**config.mk**
```make
export PLATFORM = sky130hd
export DESIGN_NAME = verificador_funcoes
export DESIGN_NICKNAME = d
export VERILOG_FILES = /design/src/rtl/verificador_funcoes.sv
export SDC_FILE = /design/constraint.sdc
export NUM_CORES = 1
export LEC_CHECK = 0
export ABC_AREA = 1
export ABC_CLOCK_PERIOD_IN_PS = 1500
export BUFFER_PORTS_ARGS = -buffer_cell sky130_fd_sc_hd__buf_2
export CAP_MARGIN = 20
export CORE_ASPECT_RATIO = 1.2
export CORE_UTILIZATION = 40
export CTS_CLUSTER_SIZE = 28
export DETAILED_ROUTE_END_ITERATION = 16
export PLACE_DENSITY = 0.72
export SYNTH_ARGS = -nofsm -noshare
export SYNTH_HDL_FRONTEND = slang
export SYNTH_SLANG_ARGS = --single-unit
```
**constraint.sdc**
```tcl
create_clock -name clk -period 1.5 [get_ports clk]
set_input_delay 0.225 -clock clk [delete_from_list [all_inputs] [get_ports clk]]
set_output_delay 0.225 -clock clk [all_outputs]
set_load 0.1 [all_outputs]
```
**src/rtl/verificador_funcoes.sv**
```systemverilog
// Registered function-code equality checker with sticky mismatch alarm.
// Optional XOR capture on alarm entry: define VERIFICADOR_DIF_CAPTURA_EN.
module verificador_funcoes #(
  parameter int LARGURA = 3,
  parameter int LIMITE  = 4
) (
  input  logic               clk,
  input  logic               rst_n,
  input  logic [LARGURA-1:0] func_a,
  input  logic [LARGURA-1:0] func_b,
  input  logic               amostra_valida,
  input  logic               limpa_alarme,
  output logic               diferenca,
  output logic [1:0]         estado,
  output logic               alarme,
  output logic [7:0]         cont_dif,
  output logic [LARGURA-1:0] diff_captura
);

  typedef enum logic [1:0] {
    IGUAL    = 2'b00,
    SUSPEITO = 2'b01,
    ALARME   = 2'b10
  } est_t;

  localparam logic [7:0] LIM = 8'(LIMITE);

  est_t               est_q;
  est_t               est_d;
  logic [7:0]         cont_q;
  logic [7:0]         cont_d;
  logic [7:0]         cont_inc;
  logic               dif_q;
  logic [LARGURA-1:0] x;
  logic               mis;
  logic               entra;

  assign x        = func_a ^ func_b;
  assign mis      = |x;
  assign cont_inc = cont_q + 8'd1;

  always_comb begin
    est_d  = est_q;
    cont_d = cont_q;
    entra  = 1'b0;
    if (limpa_alarme) begin
      est_d  = IGUAL;
      cont_d = 8'd0;
    end else if (amostra_valida) begin
      unique case (1'b1)
        est_q == IGUAL: begin
          if (mis) begin
            cont_d = 8'd1;
            if (LIM == 8'd1) begin
              est_d = ALARME;
              entra = 1'b1;
            end else begin
              est_d = SUSPEITO;
            end
          end else begin
            cont_d = 8'd0;
          end
        end
        est_q == SUSPEITO: begin
          if (mis) begin
            cont_d = cont_inc;
            if (cont_inc == LIM) begin
              est_d = ALARME;
              entra = 1'b1;
            end
          end else begin
            est_d  = IGUAL;
            cont_d = 8'd0;
          end
        end
        default: begin
          est_d  = est_q;
          cont_d = cont_q;
        end
      endcase
    end
  end

  always_ff @(posedge clk or negedge rst_n) begin
    if (!rst_n) begin
      est_q  <= IGUAL;
      cont_q <= 8'd0;
      dif_q  <= 1'b0;
      alarme <= 1'b0;
    end else begin
      est_q  <= est_d;
      cont_q <= cont_d;
      alarme <= (est_d == ALARME);
      if (amostra_valida)
        dif_q <= mis;
    end
  end

`ifdef VERIFICADOR_DIF_CAPTURA_EN
  logic [LARGURA-1:0] cap_q;

  always_ff @(posedge clk or negedge rst_n) begin
    if (!rst_n)
      cap_q <= '0;
    else if (limpa_alarme)
      cap_q <= '0;
    else if (entra)
      cap_q <= x;
  end

  assign diff_captura = cap_q;
`else
  logic unused_entra;

  assign unused_entra = entra;
  assign diff_captura = '0;
`endif

  assign diferenca = dif_q;
  assign estado    = est_q;
  assign cont_dif  = cont_q;

endmodule
```
==> qor.yml, run 1 <==
outcome: "finished, final reports clean"
synth_seq_area_share_pct: 39.9
ys_seq_elements: 12
numPortBuffers: 21
synthDistinctLibCells: 19
grt_max_degree: 13
yosysTopAreaCell: "dfrtp_1"
drc: 0
synth_top_area_share_pct: 39.9
die_w_um: 41.6
track_usage_pct: 18.5
worstPathArrival_ps: 1660
vias: 772
cts_buffers: 3
crit_path_start_kind: "register"
syn_to_final_growth_pct: 31.1
critPathKind: "reg -> reg"
synthTopCellsByArea: "dfrtp_1 40%, nand2_1 17%, inv_1 9.5%, nand3_1 8.6%, o21ai_0 4.7%"
ant_nets: 0
synth_edf_count: 0
p_leak_nw: 0.508
cts_tree: "built"
synth_commonest_cells: "34 x nand2_1, 19 x inv_1, 13 x nand3_1"
gp_congestion: 0.816
final-setup-viol-count: 0
netlist_area_um2: 753
cts_sinks: 12
htree_num_levels: 1
hp-class: "in -> reg"
die_h_um: 49.5
powerDensity_nw_per_um2: 784
maxCapViolations: 0
slew_violations: 0
min_period_over_period_pct: 96.1
via_per_inst: 5.08
num_io_pins: 25
syn_avg_cell_area_um2: 6.97
antenna_found_initial: 0
grt_pass1_wl_um: 2990
hold_slack_ps: 95.4
overflow: 0
synth-async-reset-ratio_pct: 100
worstPathRequired_ps: 1710
hpwl_um: 1330
path_max_fanout: 5
ys.flop_type: "dfrtp_1"
end_kind: "register"
dpl_cell_area_um2: 921
grt_pass1_vias: 725
cts-root-buf: "clkbuf_4"
drt_iter0_drc: 21
rows: 16
fin_area_um2: 987
num_antenna_cells: 0
design.core.area_um2: 1700
rsz0062_at_grt: "yes"
clk_pin_slew_ps: 80
maxClockFrequency_ghz: 0.693
initial_core_util_pct: 44.3
postSynthCellCount: 108
cts_buffer_depth: 2
ir_worst_vdd_v: 0.000405
nets: 146
worstSkewPairLatency_ps: 270
hold_viol: 0
total_power_w: 0.000773
fin_worst_skew_ps: 2.94
placed_cells: 146
layout-drive-gt1-share_pct: 35.8
wl_per_cell_um: 11.2
drt_first_pass_iters: 4
fin_crit_ps: 1440
drt-total-wl_um: 1700
yosysMostFrequentCell: "nand2_1"
dieArea_um2: 2060
instances_no_fill: 152
yosysWarnings: 0
-- worst max-delay path, stage by stage, from the launching register on --
cell,delay [ps]
dfrtp_4,520
ha_4,190
nand3_4,70
inv_1,40
nand2_1,70
nand2_2,60
nor2_2,100
nand4_1,100
nand2_1,90
nand2_1,70
nor2_1,80
-- registers in the layout (all words and copies together), names as in the netlist --
name / count
cont_dif: 8
estado: 2
alarme: 1
diferenca: 1
-- cell families (layout without fill, tap and decap cells) --
| group | Yosys count | count (layout) | share of synthesized area, % |
|---|---|---|---|
| AND/OR/NAND/NOR | 58 | 58 | 33.6 |
| buffers and inverters | 23 | 47 | 13.1 |
| flip-flops | 12 | 12 | 39.9 |
| AO/OA/AOI/OAI | 10 | 10 | 6.81 |
| XOR/XNOR | 3 | 3 | 4.49 |
| adder cells (fa/ha/maj) | 1 | 1 | 1.66 |
| other | 1 | 3 | 0.498 |
-- power breakdown --
| group | switching, W | internal [W] |
|---|---|---|
| clock network | 0.000114 | 0.000148 |
| registers | 0.0000127 | 0.000334 |
| logic | 0.000133 | 0.0000323 |
| total | 0.000260 | 0.000514 |
-- area by class of cell --
| class | count | area (um^2) |
|---|---|---|
| Clock buffer | 4 | 36.3 |
| Sequential cell | 12 | 328 |
| Tap cell | 18 | 22.5 |
| Timing Repair Buffer | 24 | 130 |
| Multi-Input combinational cell | 75 | 399 |
| Inverter | 19 | 71.3 |
| Fill cell | 150 | 714 |
-- placed cells by master, fill, tap and decap left out, types with 3 or more instances in the layout --
master / Yosys / layout
nor2_2: 3 / 3
nand3_1: 13 / 13
o21ai_0: 7 / 7
dfrtp_4: 0 / 6
inv_1: 19 / 18
dfrtp_2: 0 / 4
buf_2: 1 / 21
conb_1: 1 / 3
nor2_1: 5 / 3
nand2_1: 34 / 33
clkbuf_4: 0 / 3
-- layer usage --
metal  routed length [um]  GRT usage (%)  vias up
met5                    0              0        -
met4                   23           4.84        0
met3                   87           2.93        4
met2                  921           35.4       27
met1                  666           20.8      362
li1                     -              -      379
-- through the flow --
step	setup TNS [ps]	setup slack [ps]	util [%]
CTS	0	45.5	56.8
detailed placement	0	53.0	54.1
floorplan	-113	-56.9	-
global placement	0	93.3	54.1
finish	0	57.9	58.0
global route	-42.6	-31.6	58.0
-- what timing repair did --
action / in CTS / in global routing
buffers inserted: 0 / 1
setup endpoints to repair: 0 / 4
hold endpoints to repair: 12 / 0
hold buffers: 1 / 0
resized for setup: 0 / 5
-- final timing paths --
check / end / slack, ps / cells after the start / start
min reg2reg: diferenca$_DFFE_PN0P_ / 530 / 2 / diferenca$_DFFE_PN0P_
max in group asynchronous: cont_dif[4]$_DFFE_PN0P_ / 890 / 2 / rst_n
min: estado[0]$_DFF_PN0_ / 100 / 2 / limpa_alarme
max reg2reg: alarme$_DFF_PN0_ / 60 / 10 / cont_dif[0]$_DFFE_PN0P_
min in group asynchronous: cont_dif[6]$_DFFE_PN0P_ / 370 / 2 / rst_n
max: alarme$_DFF_PN0_ / 60 / 10 / cont_dif[0]$_DFFE_PN0P_
Note: power is estimated with default switching activity, not from simulation.
==> run 2, diff against run 1 <==
==> config.mk (replaced) <==
export PLATFORM = sky130hd
export DESIGN_NAME = verificador_funcoes
export DESIGN_NICKNAME = d
export VERILOG_FILES = /design/src/rtl/verificador_funcoes.sv
export SDC_FILE = /design/constraint.sdc
export NUM_CORES = 1
export LEC_CHECK = 0
export ABC_AREA = 0
export ABC_CLOCK_PERIOD_IN_PS = 1500
export BUFFER_PORTS_ARGS = -buffer_cell sky130_fd_sc_hd__buf_2
export CAP_MARGIN = 20
export CORE_UTILIZATION = 48
export CTS_CLUSTER_SIZE = 28
export DETAILED_ROUTE_END_ITERATION = 16
export PLACE_DENSITY = 0.83
export SYNTH_ARGS = -nofsm -noshare
export SYNTH_HDL_FRONTEND = slang
export SYNTH_SLANG_ARGS = --single-unit
==> qor.yml, run 2 <==
outcome: "finished, final reports clean"  # unchanged
crit_chain: "buf_2"  # was ha_4, nand3_4, inv_1, nand2_1, nand2_2, nor2_2, nand4_1, nand2_1, nand2_1, nor2_1
min_period_over_period_pct: 93.9  # was 96.1%
yosysWarnings: 0  # unchanged
fin_worst_skew_ps: 11.9  # was 2.94 ps
num_antenna_cells: 0  # unchanged
cts-root-buf: "clkbuf_4"  # unchanged
met3_length_um: 60  # was 87 um
cpMaxStageDelayCell: "dfrtp_4"  # unchanged
cp_num_buf_inv: 1  # unchanged
worstPathRequired_ps: 1270  # was 1710 ps
track_usage_pct: 20.2  # was 18.5%
synth_commonest_cells: "12 x dfrtp_1, 7 x a21oi_1, 6 x nand2_1"  # was 34 x nand2_1, 19 x inv_1, 13 x nand3_1
cts_buffer_depth: 2  # unchanged
ys_seq_elements: 12  # unchanged
htree_num_levels: 1  # unchanged
overflow: 0  # unchanged
ctsResizeCount: 0  # unchanged
final_cell_mix: "21 x buf_2, 7 x a21oi_1, 6 x nand2_1"  # was 33 x nand2_1, 21 x buf_2, 18 x inv_1, 13 x nand3_1, 7 x o21ai_0
crit_path_start_kind: "register"  # unchanged
largest_register_ff_count: 8  # unchanged
powerDensity_nw_per_um2: 850  # was 784 nW/um^2
drt_first_pass_iters: 4  # unchanged
drc: 0  # unchanged
num_io_pins: 25  # unchanged
nets: 111  # was 146
top_layer_used: "met4"  # unchanged
maxClockFrequency_ghz: 0.710  # was 0.693 GHz
initial_core_util_pct: 53.8  # was 44.3%
synthTopCellsByArea: "dfrtp_1 41%, xnor2_2 6.6%, a21oi_1 4.8%, nand4bb_4 3.7%, nand3_1 3.4%"  # was dfrtp_1 40%, nand2_1 17%, inv_1 9.5%, nand3_1 8.6%, o21ai_0 4.7%
hold_viol: 0  # unchanged
die_h_um: 41.1  # was 49.5 um
grt_max_degree: 13  # unchanged
numPortBuffers: 21  # unchanged
p_leak_nw: 0.439  # was 0.508 nW
critPathKind: "reg -> out"  # was reg -> reg
ir_worst_vdd_v: 0.000653  # was 0.000405 V
nFillCells: 109  # was 150
hp-class: "in -> reg"  # unchanged
worstSkewPairLatency_ps: 280  # was 270 ps
postSynthCellCount: 72  # was 108
final-setup-viol-count: 0  # unchanged
layout-drive-gt1-share_pct: 46.5  # was 35.8%
die_w_um: 41.1  # was 41.6 um
end_kind: "output pin"  # was register
maxCapViolations: 0  # unchanged
wirelength_met1_um: 695  # was 666 um
dpl_worst_slack_ps: 56.7  # was 53.0 ps
rsz0062_at_grt: "no"  # was yes
rows: 13  # was 16
via_per_inst: 5.65  # was 5.08
grt_pass1_wl_um: 2160  # was 2990 um
path_max_fanout: 6  # was 5
grt_pass1_vias: 487  # was 725
synth_seq_area_share_pct: 40.9  # was 39.9%
synthDistinctLibCells: 28  # was 19
vias: 644  # was 772
cts_buffers: 3  # unchanged
ant_nets: 0  # unchanged
worstPathArrival_ps: 1180  # was 1660 ps
cts_sinks: 12  # unchanged
fin_ws_ps: 90.9  # was 57.9 ps
ys.flop_type: "dfrtp_1"  # unchanged
clk_pin_slew_ps: 90  # was 80 ps
design.core.area_um2: 1370  # was 1700 um^2
hold_slack_ps: 164  # was 95.4 ps
yosysTopAreaCell: "dfrtp_1"  # unchanged
syn_avg_cell_area_um2: 10.2  # was 6.97 um^2
hpwl_um: 1130  # was 1330 um
slew_violations: 0  # unchanged
drt-total-wl_um: 1550  # was 1700 um
fin_crit_ps: 1410  # was 1440 ps
dieArea_um2: 1690  # was 2060 um^2
gp_congestion: 0.753  # was 0.816
syn_to_final_growth_pct: 28.4  # was 31.1%
synth-async-reset-ratio_pct: 100  # unchanged
netlist_area_um2: 734  # was 753 um^2
cts_tree: "built"  # unchanged
layout_commonest_cell: "buf_2"  # was nand2_1
slowest_delay_ps: 460  # was 520 ps
synth_edf_count: 0  # unchanged
yosysMostFrequentCell: "dfrtp_1"  # was nand2_1
wl_per_cell_um: 13.6  # was 11.2 um
antenna_found_initial: 0  # unchanged
cp_top_family: "flip-flops"  # was simple AND/OR/NAND/NOR gates
met2_length_um: 755  # was 921 um
synth_top_area_share_pct: 40.9  # was 39.9%
drt_iter0_drc: 3  # was 21
==> run 2: worst paths after layout <==
kind,startpoint,end,slack (ps),depth (start not counted)
max in group asynchronous,rst_n,estado[1]$_DFF_PN0_,900,2
max,estado[0]$_DFF_PN0_,estado[0],90,1
min reg2reg,diferenca$_DFFE_PN0P_,diferenca$_DFFE_PN0P_,510,1
min,limpa_alarme,estado[0]$_DFF_PN0_,160,2
min in group asynchronous,rst_n,estado[0]$_DFF_PN0_,340,2
max reg2reg,cont_dif[0]$_DFFE_PN0P_,estado[1]$_DFF_PN0_,110,5
==> run 2: logic make-up after synthesis <==
| family | Yosys count | share of synthesized area, % |
|---|---|---|
| other | 1 | 0.511 |
| and+or+nand+nor | 30 | 24.7 |
| xor gates and xnor gates | 3 | 6.64 |
| DFF | 12 | 40.9 |
| AOI/OAI and AO/OA | 18 | 18.4 |
| adders and majority gates | 1 | 1.70 |
| buffers and inverters | 6 | 5.62 |
| muxes | 1 | 1.53 |
==> run 2: layer usage <==
layer  track usage [%]  vias up
li1                  -      315
met1              27.5      304
met2              29.7       20
met3              3.26        5
met4              12.1        0
met5                 0        -
==> run 2: repair_timing <==
action	4_1_cts	5_1_grt
hold buffers	1	0
endpoints found under the hold margin	12	0
setup buffers	0	1
setup endpoints to repair	0	1
==> run 2: through the flow <==
step           instance area [um^2]  power (W)  std cells  TNS (ps)  utilization, %
2_1_floorplan                   779   0.000497         74     -20.1               -
3_3_place_gp                    877   0.000531        107         0            64.2
3_5_place_dp                    877   0.000534        107         0            64.2
4_1_cts                         923   0.000798        112         0            67.6
5_1_grt                         943   0.000837        114         0            69.0
6_report                        943   0.000801        114         0            69.0
==> run 2: layout make-up <==
type	count	area [um^2]	area share [%]
multi-input cells	57	425	45.1
flip-flops and latches	12	325	34.5
repair buffers	24	130	13.8
clock buffers	4	36.3	3.85
well taps	15	18.8	1.99
inverters	2	7.51	0.796
==> run 2: power by group <==
group          leakage, nW  internal, W  switching [W]  total (W)
Combinational        0.275    0.0000477       0.000145   0.000193
Sequential           0.144     0.000334     0.00000958   0.000343
Clock               0.0210     0.000148       0.000118   0.000266
Total                0.439     0.000529       0.000272   0.000801
